**config.mk**
```make
export PLATFORM = sky130hd
export DESIGN_NAME = pc_call_sequencer_flat
export DESIGN_NICKNAME = d
export VERILOG_FILES = /design/src/rtl/pc_call_sequencer_if.sv /design/src/rtl/pc_call_sequencer.sv /design/src/flat_wrapper.sv
export SDC_FILE = /design/constraint.sdc
export NUM_CORES = 1
export LEC_CHECK = 0
export CAP_MARGIN = 20
export CELL_PAD_IN_SITES_DETAIL_PLACEMENT = 1
export CELL_PAD_IN_SITES_GLOBAL_PLACEMENT = 1
export CORE_UTILIZATION = 28
export CTS_CLUSTER_SIZE = 14
export DETAILED_ROUTE_END_ITERATION = 12
export PLACE_DENSITY_LB_ADDON = 0.2
export SETUP_SLACK_MARGIN = 0.2
export SYNTH_ARGS = -nofsm -noshare
export SYNTH_HDL_FRONTEND = slang
export SYNTH_SLANG_ARGS = --single-unit
```
**constraint.sdc**
```tcl
create_clock -name stkClk -period 1.9 [get_ports stkClk]
set_input_delay 0.285 -clock stkClk [delete_from_list [all_inputs] [get_ports stkClk]]
set_output_delay 0.285 -clock stkClk [all_outputs]
set_load 0.05 [all_outputs]
```
**src/rtl/pc_call_sequencer_if.sv**
```systemverilog
// Decode/stack-facing bundle of the PC call sequencer. The master modport is the sequencer;
// the slave modport is the decode + return-stack side.
interface pc_call_sequencer_if #(
    parameter int unsigned PC_W = 12
);
    logic            instr_valid_i;
    logic [2:0]      op_i;
    logic            cond_i;
    logic [PC_W-1:0] target_i;
    logic            int_req_i;
    logic            int_ack_o;
    logic            int_en_o;
    logic            stk_push_o;
    logic            stk_pop_o;
    logic [PC_W-1:0] stk_pc_o;
    logic [PC_W-1:0] stk_pc_i;
    logic [PC_W-1:0] pc_o;
    logic            busy_o;
    logic [3:0]      depth_o;
    logic            ovf_o;
    logic            unf_o;

    modport master (
        input  instr_valid_i, op_i, cond_i, target_i, int_req_i, stk_pc_i,
        output int_ack_o, int_en_o, stk_push_o, stk_pop_o, stk_pc_o, pc_o, busy_o, depth_o,
               ovf_o, unf_o
    );

    modport slave (
        output instr_valid_i, op_i, cond_i, target_i, int_req_i, stk_pc_i,
        input  int_ack_o, int_en_o, stk_push_o, stk_pop_o, stk_pc_o, pc_o, busy_o, depth_o,
               ovf_o, unf_o
    );
endinterface

```
**src/rtl/pc_call_sequencer.sv**
```systemverilog
// Program-counter sequencer: resolves flow-control ops and interrupts, drives the return stack
// strobes and shadows its depth to flag overflow/underflow.
module pc_call_sequencer #(
    parameter int unsigned    PC_W     = 12,
    parameter int unsigned    DEPTH    = 8,
    parameter logic [PC_W-1:0] RESET_PC = '0,
    parameter logic [PC_W-1:0] INT_VEC  = PC_W'(1)
) (
    input  logic                   stkClk,
    input  logic                   rst,
    pc_call_sequencer_if.master    bus
);
    localparam logic [2:0] OpSeq  = 3'd0;
    localparam logic [2:0] OpJmp  = 3'd1;
    localparam logic [2:0] OpBr   = 3'd2;
    localparam logic [2:0] OpJsb  = 3'd3;
    localparam logic [2:0] OpRet  = 3'd4;
    localparam logic [2:0] OpReti = 3'd5;
    localparam logic [2:0] OpEnai = 3'd6;
    localparam logic [2:0] OpDisi = 3'd7;
    localparam logic [3:0] DepthMax = 4'(DEPTH);

    typedef enum logic [0:0] {StRun, StRetWait} state_e;

    state_e          state;
    logic [PC_W-1:0] pc;
    logic [3:0]      depth;
    logic            int_en;
    logic            ovf;
    logic            unf;
    logic            reti_pend;

    logic            take_int;
    logic            dec_valid;
    logic            is_ret;
    logic            do_push;
    logic            do_pop;
    logic [PC_W-1:0] pc_inc;

    assign pc_inc    = pc + PC_W'(1);
    assign take_int  = (state == StRun) && bus.int_req_i && int_en;
    assign dec_valid = (state == StRun) && !take_int && bus.instr_valid_i;
    assign is_ret    = (bus.op_i == OpRet) || (bus.op_i == OpReti);
    assign do_push   = !rst && (take_int || (dec_valid && bus.op_i == OpJsb));
    assign do_pop    = !rst && dec_valid && is_ret && (depth != 4'd0);

    assign bus.stk_push_o = do_push;
    assign bus.stk_pop_o  = do_pop;
    // An interrupt saves the unexecuted instruction's address; a call saves the next one.
    assign bus.stk_pc_o   = take_int ? pc : pc_inc;
    assign bus.int_ack_o  = !rst && take_int;
    assign bus.int_en_o   = int_en;
    assign bus.pc_o       = pc;
    assign bus.busy_o     = (state == StRetWait);
    assign bus.depth_o    = depth;
    assign bus.ovf_o      = ovf;
    assign bus.unf_o      = unf;

    always_ff @(posedge stkClk or posedge rst) begin
        if (rst) begin
            state     <= StRun;
            pc        <= RESET_PC;
            depth     <= 4'd0;
            int_en    <= 1'b0;
            ovf       <= 1'b0;
            unf       <= 1'b0;
            reti_pend <= 1'b0;
        end else begin
            // Stack wraps on push when full; depth saturates so later pops stay bounded.
            if (do_push) begin
                if (depth == DepthMax) ovf <= 1'b1;
                else                   depth <= depth + 4'd1;
            end
            unique case (state)
                StRun: begin
                    if (take_int) begin
                        pc     <= INT_VEC;
                        int_en <= 1'b0;
                    end else if (bus.instr_valid_i) begin
                        case (bus.op_i)
                            OpSeq:  pc <= pc_inc;
                            OpJmp:  pc <= bus.target_i;
                            OpBr:   pc <= bus.cond_i ? bus.target_i : pc_inc;
                            OpJsb:  pc <= bus.target_i;
                            OpRet, OpReti: begin
                                if (depth != 4'd0) begin
                                    depth     <= depth - 4'd1;
                                    reti_pend <= (bus.op_i == OpReti);
                                    state     <= StRetWait;
                                end else begin
                                    unf <= 1'b1;
                                    pc  <= pc_inc;
                                end
                            end
                            OpEnai: begin
                                int_en <= 1'b1;
                                pc     <= pc_inc;
                            end
                            OpDisi: begin
                                int_en <= 1'b0;
                                pc     <= pc_inc;
                            end
                        endcase
                    end
                end
                StRetWait: begin
                    pc    <= bus.stk_pc_i;
                    state <= StRun;
                    if (reti_pend) int_en <= 1'b1;
                end
            endcase
        end
    end
endmodule

```
**src/flat_wrapper.sv**
```systemverilog
// flat-port wrapper written by rule: the top's interface ports become plain ports
module pc_call_sequencer_flat 
#(
    parameter int unsigned    PC_W     = 12,
    parameter int unsigned    DEPTH    = 8,
    parameter logic [PC_W-1:0] RESET_PC = '0,
    parameter logic [PC_W-1:0] INT_VEC  = PC_W'(1)
)
  (stkClk, rst, bus_instr_valid_i, bus_op_i, bus_cond_i, bus_target_i, bus_int_req_i, bus_stk_pc_i, bus_int_ack_o, bus_int_en_o, bus_stk_push_o, bus_stk_pop_o, bus_stk_pc_o, bus_pc_o, bus_busy_o, bus_depth_o, bus_ovf_o, bus_unf_o);
  pc_call_sequencer_if #(.PC_W(PC_W)) bus_i ();
  input  logic stkClk;
  input  logic rst;
  input wire logic [$bits(bus_i.instr_valid_i)-1:0] bus_instr_valid_i;
  input wire logic [$bits(bus_i.op_i)-1:0] bus_op_i;
  input wire logic [$bits(bus_i.cond_i)-1:0] bus_cond_i;
  input wire logic [$bits(bus_i.target_i)-1:0] bus_target_i;
  input wire logic [$bits(bus_i.int_req_i)-1:0] bus_int_req_i;
  input wire logic [$bits(bus_i.stk_pc_i)-1:0] bus_stk_pc_i;
  output wire logic [$bits(bus_i.int_ack_o)-1:0] bus_int_ack_o;
  output wire logic [$bits(bus_i.int_en_o)-1:0] bus_int_en_o;
  output wire logic [$bits(bus_i.stk_push_o)-1:0] bus_stk_push_o;
  output wire logic [$bits(bus_i.stk_pop_o)-1:0] bus_stk_pop_o;
  output wire logic [$bits(bus_i.stk_pc_o)-1:0] bus_stk_pc_o;
  output wire logic [$bits(bus_i.pc_o)-1:0] bus_pc_o;
  output wire logic [$bits(bus_i.busy_o)-1:0] bus_busy_o;
  output wire logic [$bits(bus_i.depth_o)-1:0] bus_depth_o;
  output wire logic [$bits(bus_i.ovf_o)-1:0] bus_ovf_o;
  output wire logic [$bits(bus_i.unf_o)-1:0] bus_unf_o;
  assign bus_i.instr_valid_i = bus_instr_valid_i;
  assign bus_i.op_i = bus_op_i;
  assign bus_i.cond_i = bus_cond_i;
  assign bus_i.target_i = bus_target_i;
  assign bus_i.int_req_i = bus_int_req_i;
  assign bus_i.stk_pc_i = bus_stk_pc_i;
  assign bus_int_ack_o = bus_i.int_ack_o;
  assign bus_int_en_o = bus_i.int_en_o;
  assign bus_stk_push_o = bus_i.stk_push_o;
  assign bus_stk_pop_o = bus_i.stk_pop_o;
  assign bus_stk_pc_o = bus_i.stk_pc_o;
  assign bus_pc_o = bus_i.pc_o;
  assign bus_busy_o = bus_i.busy_o;
  assign bus_depth_o = bus_i.depth_o;
  assign bus_ovf_o = bus_i.ovf_o;
  assign bus_unf_o = bus_i.unf_o;
  pc_call_sequencer #(.PC_W(PC_W), .DEPTH(DEPTH), .RESET_PC(RESET_PC), .INT_VEC(INT_VEC)) u_core (.stkClk(stkClk), .rst(rst), .bus(bus_i));
endmodule
```
Yosys cells after proc, flatten, opt, wreduce, memory -nomap -nowiden. Index checks and enable logic that the tools add are counted.

Register bits: 21. Input bits: 32. Output and inout port bits: 35. Word-level logic and storage cells: 73.

Add/sub/neg operators: 3. Equal/unequal tests: 12. Mux-type cells: 24. Bitwise operators: 3. Reduce and logical (&&, ||, !) cells: 24.

Operator list (count): 2-to-1 mux 12 bit (5); one-hot mux 12 bit (4 select lines) (1); 2-to-1 mux 4 bit (7); one-hot mux 12 bit (2 select lines) (1); adder 12 x 1 -> 12 bit (second input constant) (1); == test 3 bit (second input constant) (4); logical AND 1 bit (10); AND reduction 5 bit (2); inequality test 4 x 3 -> 1 bit (second input constant) (2); 2-to-1 mux 1 bit (7); == test 3 x 2 -> 1 bit (second input constant) (2); one-hot mux 1 bit (2 select lines) (3); adder 4 x 1 -> 4 bit (second input constant) (1); == test 4 bit (second input constant) (1); AND reduction 2 bit (2); nonzero test 4 bit (1); OR reduction 2 bit (2); subtractor 4 x 1 -> 4 bit (second input constant) (1); == test 3 x 1 -> 1 bit (second input constant) (1); logical NOT 3 bit (1); inequality test 3 x 2 -> 1 bit (second input constant) (1); inverter 1 bit (3); AND reduction 3 bit (1); OR reduction 3 bit (1); 3 further kinds (5).

Logic depth before layout (Yosys ltp). Gate-level depths: netlist (run 1).

Word-level depth: 15. Mapped depth: 6. Mapped depth without buffers: 6.

Worst setup path after synthesis (run 1). No wires, ideal clock.

Kind: register to output. Start point: reg u_core.pc[0] (netlist: u_core.bus.pc_o[0]). End point: out bus_stk_pc_o[11]. Arrival: 2.434 ns. Path slack: -0.819 ns. Cell stages (with the launch flop): 5. Path through: dfrtp_1 nand2_1 or3_1 nand2b_1 xnor2_1.

Word-level cells in the longest chain between the ends: 2.

Ends and longest elaborated chain: from (decl) (line pc_call_sequencer.sv:26) `logic [PC_W-1:0] pc;`; from (signal assigned) (line pc_call_sequencer.sv:81) `OpSeq: pc <= pc_inc;`; from (signal assigned) (line pc_call_sequencer.sv:82) `OpJmp: pc <= bus.target_i;`; from (signal assigned) (line pc_call_sequencer.sv:83) `OpBr: pc <= bus.cond_i ? bus.target_i : pc_inc;`; adder 12 x 1 -> 12 bit (line pc_call_sequencer.sv:40) `assign pc_inc = pc + PC_W'(1);`; 2-to-1 mux 12 bit (line pc_call_sequencer.sv:50) `assign bus.stk_pc_o = take_int ? pc : pc_inc;`; to (decl) (line flat_wrapper.sv:23) `output wire logic [$bits(bus_i.stk_pc_o)-1:0] bus_stk_pc_o;`.

No other way between the ends.

Worst setup path in the final report (run 1).
Start point: reg u_core.pc[0] (netlist: u_core.bus.pc_o[0]). End point: out bus_stk_pc_o[10].

Same word-level chain as after synthesis.

==> results of run 1 <==
layout by cell type, fill, tap and decap left out, types with 4 or more instances in the layout:
| master | count |
|---|---|
| buf_4 | 66 |
| clkdlybuf4s50_1 | 26 |
| buf_6 | 21 |
| buf_12 | 18 |
| nand2_1 | 15 |
| dfrtp_2 | 14 |
| dlygate4sd2_1 | 12 |
| nor3_1 | 10 |
| o21ai_1 | 10 |
| inv_1 | 8 |
| a21oi_1 | 7 |
| nor2_4 | 7 |
| dfrtp_1 | 7 |
| o211ai_1 | 6 |
| xnor2_1 | 5 |
| nor2_1 | 4 |
| o31a_1 | 4 |
| o31ai_1 | 4 |
| xnor2_4 | 4 |
| xor2_4 | 4 |
| buf_8 | 4 |
worst max path at each step:
stage                       startpoint                to  slack, ns  cells after the start
floorplan            u_core.bus.busy_o  bus_stk_pc_o[11]      -0.20                      5
global placement         bus_int_req_i  bus_stk_pc_o[11]      -0.25                      6
detailed placement       bus_int_req_i  bus_stk_pc_o[11]      -0.27                      6
CTS                 u_core.bus.pc_o[0]  bus_stk_pc_o[10]      -0.26                      6
global route        u_core.bus.pc_o[0]  bus_stk_pc_o[10]      -0.31                      6
finish              u_core.bus.pc_o[0]  bus_stk_pc_o[10]      -0.27                      6
where the power goes:
| group | internal [mW] | switching (mW) |
|---|---|---|
| combinational | 2.39 | 2.99 |
| clock | 0.150 | 0.164 |
| sequential | 0.678 | 0.215 |
| total | 3.21 | 3.37 |
repair_timing:
action                                 CTS  global route
endpoints found under the hold margin    0             0
pin swaps                               23            15
setup endpoints to repair               38            32
resized for setup                       64            26
cloned                                   0             0
setup buffers                           16            13
routing by layer:
metal  GRT usage  wire length [microns]  share of wire  vias up
li1            -                      -              -     1030
met1      0.2896                   3474           0.39     1159
met2      0.4650                   4862           0.55       77
met3     0.02971                    331          0.038       14
met4     0.04545                    140          0.016        0
met5           0                      0              0        -
worst max-delay path, delay by kind of cell (launching register included):
kind | cells | cell delay, ns
adder cells (fa/ha/maj) | 1 | 0.16
flip-flops | 1 | 0.43
buffers and inverters | 1 | 0.15
AND/OR/NAND/NOR | 3 | 0.73
XOR/XNOR | 1 | 0.14
final cells by class:
type | instances | share of cell area
inverter | 10 | 0.009891
multi-input combinational | 158 | 0.4102
clock buffer | 4 | 0.01187
sequential | 21 | 0.1431
tap | 72 | 0.02374
timing repair buffer | 148 | 0.4013
state kept, by name, indices dropped and copies added, names as in the netlist:
signal / count
u_core.bus.busy_o: 1
u_core.reti_pend: 1
u_core.bus.pc_o: 12
u_core.bus.unf_o: 1
u_core.bus.ovf_o: 1
u_core.bus.int_en_o: 1
u_core.bus.depth_o: 4
logic make-up (layout without fill, tap and decap cells):
family                     after synthesis  after routing  share of synthesized area
and+or+nand+nor                         67             67                     0.2193
buffers and inverters                   20            162                    0.05799
xor gates and xnor gates                16             16                    0.08327
DFF                                     21             21                     0.3123
muxes                                    3              3                    0.01933
AOI/OAI and AO/OA                       69             69                     0.2855
adders and majority gates                3              3                    0.02231
==> flow_metrics.tcl, run 1 <==
set metrics [dict create \
    hold_start "u_core.bus.unf_o" \
    ant_nets 0 \
    drt_iter0_drc 143 \
    cts.sinks 21 \
    io_pins 67 \
    vias 2280 \
    required_ns 1.62 \
    hold_depth 1 \
    io_buffers 66 \
    ir_drop_uv 1067 \
    fin_crit_sh 1.142 \
    synth-main-ff-cell "dfrtp_1" \
    grt_pass1_wl_microns 11870 \
    antenna_found_initial 0 \
    path_cells "ha_4, nand2_2, or4_4, nor2_4, xnor2_4, buf_12" \
    wirelength_microns 8807 \
    dpl.hpwl_microns 5226 \
    maxClockFrequency_mhz 461.1 \
    r2r_slack_ns 0 \
    area_growth_syn_to_layout_pct 125.5 \
    critPathMaxFanout 4 \
    cts_tree "built" \
    finalPower_mw 6.581 \
    timing.rr.start "u_core.bus.busy_o" \
    drc 0 \
    pre_cts_slack_ns -0.2720 \
    yosysMostFrequentCell "dfrtp_1" \
    critical_path_class "register to primary output" \
    grt_max_degree 22 \
    design_area_sq_mm 0.003795 \
    power_density_mw_per_mm2 1734 \
    die-area_sq_mm 0.006324 \
    gp_congestion 0.8112 \
    synthTopCellsByArea "dfrtp_1 (31%), xnor2_1 (5.7%), o21ai_0 (4.2%)" \
    hold-worst-slack_ns 0.4702 \
    coreArea_sq_mm 0.005642 \
    fp.dieH_microns 79.53 \
    instances_no_fill 413 \
    holdBufCountCts 0 \
    grt-ovfl-total 0 \
    syn_inst 199 \
    worst_pin_slew_ns 0.5088 \
    seq_area_sq_um 543.0 \
    r2r_end "u_core.bus.pc_o[4]" \
    die_width_microns 79.53 \
    drv_cap 0 \
    cts_buffers 3 \
    avgRoutedWirePerCell_microns 21.32 \
    max_slew_margin 0.6621 \
    fillers 594 \
    final_hold_viol_count 0 \
    synthTopCellsByCount "dfrtp_1 (21), nand2_1 (17), o21ai_0 (14)" \
    syn_nets 234 \
    rr_worst_depth 10 \
    skew_ns 0.005178 \
    hold_path.class "register to register" \
    yosysTopAreaCell "dfrtp_1" \
    async_flop_share 1.000 \
    antenna_cells 0 \
    ys_seq_area_frac 0.3123 \
    slew_viol_final 0 \
    p_leak_nw 1.580 \
    place_area_sq_mm 0.003211 \
    crit_arrival_ns 1.88 \
    setup-tns-final_ns -1.783 \
    synth_edf_count 0 \
    rows 27 \
    synth_seq_cells 21 \
    htreeDepth 1 \
    synth_top_area_share 0.3123 \
    netlist-cell-type-count 53 \
    end_kind "primary output" \
    period_needed_ns 2.169 \
    via_per_inst 5.521 \
    holdPathEnd "u_core.bus.unf_o" \
    final_nets 377 \
    grt_pass1_vias 2348 \
    failed_checks "setup timing" \
    grt_usage 0.2439 \
    worst_path_max_delay_cell "or4_4" \
    first_pass_iters 4 \
    syn_area_sq_mm 0.001683 \
    cpPeakStageDelay_ns 0.51 \
    avgSynthCellArea_sq_um 8.457 \
    fin_util 0.6727 \
    clock_path_buffers 2 \
    rsz0062_at_grt "yes" \
    status "finished, violations left" \
    start_util 0.2983 \
    fin_ws_ns -0.2689 \
    dpl.cell_count 380 \
    setup_violations 13 \
    multi_input_area_sq_mm 0.001556 \
    clkLatencyLatePin_ns 0.27 \
    ys_warn_count 0 \
    layout-drive-gt1-share 0.5513 \
    start_kind "register" \
    root_buffer "clkbuf_8" \
    clk_pin_slew_ns 0.09 \
]
No activity file was read; power rests on OpenSTA's default activity.
==> run 2, diff against run 1 <==
CTS_CLUSTER_DIAMETER = 120   (was default)
REMOVE_ABC_BUFFERS = 1   (was default)
==> run 2 against run 1 <==
Against the previous run: clock skew shrank 0.0013 ns; die area stayed put; critical path depth is 1 lower; combinational power decreased by 0.9%; non-clock buffer count is 4 lower; register-to-register slack got worse by 0.03 ns; final cell count shrank 0.97%; sequential power down 2%; global-route usage grew 1.9 points; the flow still finishes with violations (setup timing); core utilization decreased by 2.0 points.
==> flow_metrics.tcl, run 2 (synthesis gave the netlist of run 1 again) <==
set metrics [dict create \
    status "finished, violations left" \
    failed_checks "setup timing" \
    rr_worst_depth 7 \
    grt_pass1_vias 2483 \
    skew_ns 0.003853 \
    pre_cts_slack_ns -0.3118 \
    grt_max_degree 22 \
    grt_usage 0.2631 \
    end_kind "primary output" \
    grt_pass1_wl_microns 12480 \
    max_slew_margin 0.6834 \
    drt_iter0_drc 93 \
    wirelength_microns 9018 \
    worst_pin_slew_ns 0.4687 \
    p_leak_nw 1.562 \
    required_ns 1.62 \
    crit_buf_inv 2 \
    io_buffers 66 \
    grt-ovfl-total 0 \
    die-area_sq_mm 0.006324 \
    worst_path_max_delay_cell "dfrtp_1" \
    drc 0 \
    dpl.hpwl_microns 5447 \
    fin_ws_ns -0.2624 \
    final_nets 373 \
    path_cells "and3b_2, or3_4, buf_6, xnor2_1, buf_12" \
    clock_path_buffers 2 \
    r2r_end "u_core.bus.pc_o[10]" \
    antenna_cells 0 \
    htreeDepth 1 \
    via_per_inst 5.511 \
    antenna_found_initial 0 \
    coreArea_sq_mm 0.005642 \
    rsz0062_at_grt "yes" \
    start_util 0.2983 \
    start_kind "register" \
    holdBufCountCts 0 \
    slew_viol_final 0 \
    die_width_microns 79.53 \
    cts.sinks 21 \
    mostFrequentLayoutCells "buf_4 (75), clkdlybuf4s50_1 (27), dfrtp_1 (19), nand2_1 (15), buf_6 (13)" \
    cpPeakStageDelay_ns 0.39 \
    gp_congestion 0.8550 \
    drv_cap 0 \
    clkLatencyLatePin_ns 0.27 \
    final_common_cell "buf_4" \
    period_needed_ns 2.162 \
    critPathTopFamily "simple AND/OR/NAND/NOR gates" \
    place_area_sq_mm 0.002929 \
    critical_path_class "register to primary output" \
    ant_nets 0 \
    first_pass_iters 4 \
    io_pins 67 \
    hold_start "u_core.bus.ovf_o" \
    cts_buffers 3 \
    avgRoutedWirePerCell_microns 22.05 \
    area_growth_syn_to_layout_pct 118.9 \
    crit_arrival_ns 1.88 \
    fin_crit_sh 1.138 \
    critPathMaxFanout 3 \
    largest_register_ffs 12 \
    maxClockFrequency_mhz 462.4 \
    layout-drive-gt1-share 0.5401 \
    hold_depth 1 \
    hold_path.class "register to register" \
    fp.dieH_microns 79.53 \
    root_buffer "clkbuf_8" \
    r2r_slack_ns -0.03 \
    clk_pin_slew_ns 0.09 \
    ir_drop_uv 1383 \
    design_area_sq_mm 0.003684 \
    fin_util 0.6529 \
    final_hold_viol_count 0 \
    power_density_mw_per_mm2 1772 \
    rows 27 \
    cts_tree "built" \
    vias 2254 \
    timing.rr.start "u_core.bus.depth_o[0]" \
    setup_violations 15 \
    holdPathEnd "u_core.bus.ovf_o" \
]
[run 2: per-layer routing]
metal  up-vias  routed length, microns  GRT usage
li1       1015                       -          -
met1      1140                    3491     0.2860
met2        82                    4944     0.5128
met3        17                     393    0.03886
met4         0                     188    0.08182
met5         -                       0          0
[run 2: power breakdown]
group / internal [mW] / switching, mW / leakage, nW
logic: 2.36 / 2.97 / 1.28
clock network: 0.147 / 0.176 / 0.0255
registers: 0.656 / 0.222 / 0.255
[run 2: metrics by stage]
step | total power, mW | hold WS (ns) | std cells | TNS [ns]
2_1_floorplan | 3.139 | 0.2667 | 189 | -12.08
3_3_place_gp | 5.007 | 0.4435 | 384 | -1.940
3_5_place_dp | 5.116 | 0.4478 | 384 | -2.322
4_1_cts | 6.022 | 0.4695 | 400 | -2.165
5_1_grt | 6.762 | 0.4821 | 409 | -2.733
6_report | 6.526 | 0.4659 | 409 | -1.930
[run 2: final cells by class]
class / count / area [sq um]
clock inverter: 1 / 5.005
fill: 585 / 1958
inverter: 10 / 37.54
multi-input combinational: 158 / 1498
clock buffer: 3 / 41.29
timing repair buffer: 144 / 1484
tap: 72 / 90.09
sequential: 21 / 528.0
[run 2: worst max path at each step]
stage	cells past startpoint	startpoint	slack, ns	end
2_1_floorplan	4	u_core.bus.busy_o	-1.02	bus_stk_pc_o[11]
3_3_place_gp	6	bus_int_req_i	-0.31	bus_stk_pc_o[11]
3_5_place_dp	6	bus_int_req_i	-0.31	bus_stk_pc_o[11]
4_1_cts	6	u_core.bus.int_en_o	-0.29	bus_stk_pc_o[7]
5_1_grt	6	u_core.bus.pc_o[0]	-0.29	bus_stk_pc_o[10]
6_report	5	u_core.bus.int_en_o	-0.26	bus_stk_pc_o[5]
[run 2: what timing repair did]
item | in CTS | in global routing
gates cloned | 0 | 0
endpoints found under the setup margin | 36 | 33
gates resized for setup | 86 | 54
pin swaps | 30 | 26
setup buffers | 12 | 9
==> run 3, diff against run 2 <==
SKIP_CTS_REPAIR_TIMING = 1   (was default)
==> run 3 against run 2 <==
Against the previous run: the run still ends with setup timing left; fmax is 1.5% lower; final cell count fell by 2.2%; worst setup slack worse by 0.033 ns; sequential share of layout area grew 0.63 points; critical path type unchanged; critical endpoint is now bus_stk_pc_o[10]; largest power group unchanged.
==> flow_metrics.tcl, run 3 (synthesis gave the netlist of run 1 again) <==
set metrics [dict create \
    clk_pin_slew_ns 0.09 \
    pwr-share-clk 0.052 \
    hold_start "u_core.bus.ovf_o" \
    power_density_mw_per_mm2 1761 \
    status "finished, violations left" \
    first_pass_iters 4 \
    ir_drop_uv 1255 \
    p_seq_frac 0.137 \
    dpl.cell_count 384 \
    largest_register_ffs 12 \
    grt_pass1_vias 2238 \
    final_common_cell "buf_4" \
    critPathTopFamily "simple AND/OR/NAND/NOR gates" \
    crit_arrival_ns 1.91 \
    wirelength_microns 8118 \
    coreArea_sq_mm 0.005642 \
    failed_checks "setup timing" \
    htreeDepth 1 \
    comb_power_share 0.812 \
    r2r_slack_ns -0.05 \
    antenna_found_initial 0 \
    setup_violations 12 \
    vias 2190 \
    grt_usage 0.2228 \
    grt_max_degree 22 \
    grt-ovfl-total 0 \
    gp_congestion 0.8550 \
    final_hold_viol_count 0 \
    clkLatencyLatePin_ns 0.28 \
    p_int_mw 3.009 \
    grt_pass1_wl_microns 10780 \
    crit_buf_inv 1 \
    start_kind "register" \
    io_buffers 66 \
    cts_buffers 3 \
    rr_worst_depth 7 \
    cpPeakStageDelay_ns 0.47 \
    fillers 612 \
    max_slew_margin 0.6568 \
    switching_share 0.5132 \
    rsz0062_at_grt "yes" \
    avgRoutedWirePerCell_microns 20.30 \
    io_pins 67 \
    worst-path-stages 6 \
    fin_crit_sh 1.156 \
    critPathMaxFanout 4 \
    skew_ns 0.009475 \
    dpl.hpwl_microns 5447 \
    area_growth_syn_to_layout_pct 108.6 \
    maxClockFrequency_mhz 455.4 \
    root_buffer "clkbuf_8" \
    drc 0 \
    slew_viol_final 0 \
    die_width_microns 79.53 \
    start_util 0.2983 \
    hold_path.class "register to register" \
    cts.sinks 21 \
    hold_depth 1 \
    drv_cap 0 \
    p_leak_nw 1.593 \
    clock_path_buffers 2 \
    holdPathEnd "u_core.bus.ovf_o" \
    period_needed_ns 2.196 \
    required_ns 1.62 \
    fp.dieH_microns 79.53 \
    fin_ws_ns -0.2957 \
    worst_pin_slew_ns 0.5140 \
    final_nets 364 \
    layout-drive-gt1-share 0.4787 \
    instances_no_fill 400 \
    rows 27 \
    critical_path_class "register to primary output" \
    worst_path_max_delay_cell "or4_4" \
    setup-tns-final_ns -2.146 \
    ant_nets 0 \
    cts_tree "built" \
    path_cells "ha_2, nand2_2, or4_4, nor2_4, xnor2_2, buf_12" \
    die-area_sq_mm 0.006324 \
    fin_util 0.6223 \
    antenna_cells 0 \
    r2r_end "u_core.bus.pc_o[10]" \
    end_kind "primary output" \
    mostFrequentLayoutCells "buf_4 (68), clkdlybuf4s50_1 (26), dfrtp_1 (21), nand2_1 (15), buf_12 (15)" \
    drt_iter0_drc 92 \
    via_per_inst 5.475 \
    timing.rr.start "u_core.bus.pc_o[1]" \
    netSwitchingPower_mw 3.172 \
]
run 3: cell count changes in the layout (fill, tap and decap cells not counted), sizes merged:
cell,before,now
clkbuf,8,5
clkdlybuf4s50,27,26
buf,101,95
bufbuf,2,1
dlymetal6s2s,0,11
dlygate4sd2,9,0
run 3: per-layer routing:
metal / global-route usage / wire [microns]
met4: 0.05818 / 191
met3: 0.03771 / 341
met2: 0.4197 / 4501
met1: 0.2554 / 3082
met5: 0 / 0
run 3: worst max path at each step:
stage	start	endpoint	slack (ns)
after CTS	u_core.bus.pc_o[1]	bus_stk_pc_o[10]	-0.41
final	u_core.bus.pc_o[1]	bus_stk_pc_o[10]	-0.30
after global placement	bus_int_req_i	bus_stk_pc_o[11]	-0.31
after detailed placement	bus_int_req_i	bus_stk_pc_o[11]	-0.31
after floorplan	u_core.bus.busy_o	bus_stk_pc_o[11]	-1.02
after global routing	u_core.bus.int_en_o	bus_stk_pc_o[7]	-0.32
run 3: through the flow:
step	hold WS (ns)	worst slack, ns	power [mW]	instance area [sq um]
2_1_floorplan	0.2667	-1.018	3.139	1623
3_3_place_gp	0.4435	-0.3117	5.007	2929
3_5_place_dp	0.4478	-0.3118	5.116	2929
4_1_cts	0.4741	-0.4137	5.450	2975
5_1_grt	0.4855	-0.3222	6.458	3511
6_report	0.4632	-0.2957	6.181	3511
run 3: layout make-up:
cell class | instances | area, sq um | area share
tap | 72 | 90.09 | 0.02566
timing repair buffer | 135 | 1430 | 0.4073
clock buffer | 3 | 41.29 | 0.01176
clock inverter | 1 | 5.005 | 0.001426
sequential | 21 | 525.5 | 0.1497
multi-input combinational | 158 | 1381 | 0.3934
inverter | 10 | 37.54 | 0.01069
run 3: power groups by stage:
stage	Sequential, mW	Clock [mW]	Combinational (mW)
floorplan	1.62	0	1.52
global placement	0.822	0	4.19
detailed placement	0.836	0	4.28
CTS	0.829	0.324	4.30
global route	0.866	0.342	5.25
finish	0.845	0.320	5.02
run 3: worst register-to-register path, stage by stage (launching register included):
cell	delay [ns]
dfrtp_1	0.42
ha_2	0.23
nand2_2	0.06
or4_4	0.47
buf_6	0.15
buf_6	0.10
a31o_1	0.20
a221oi_2	0.24
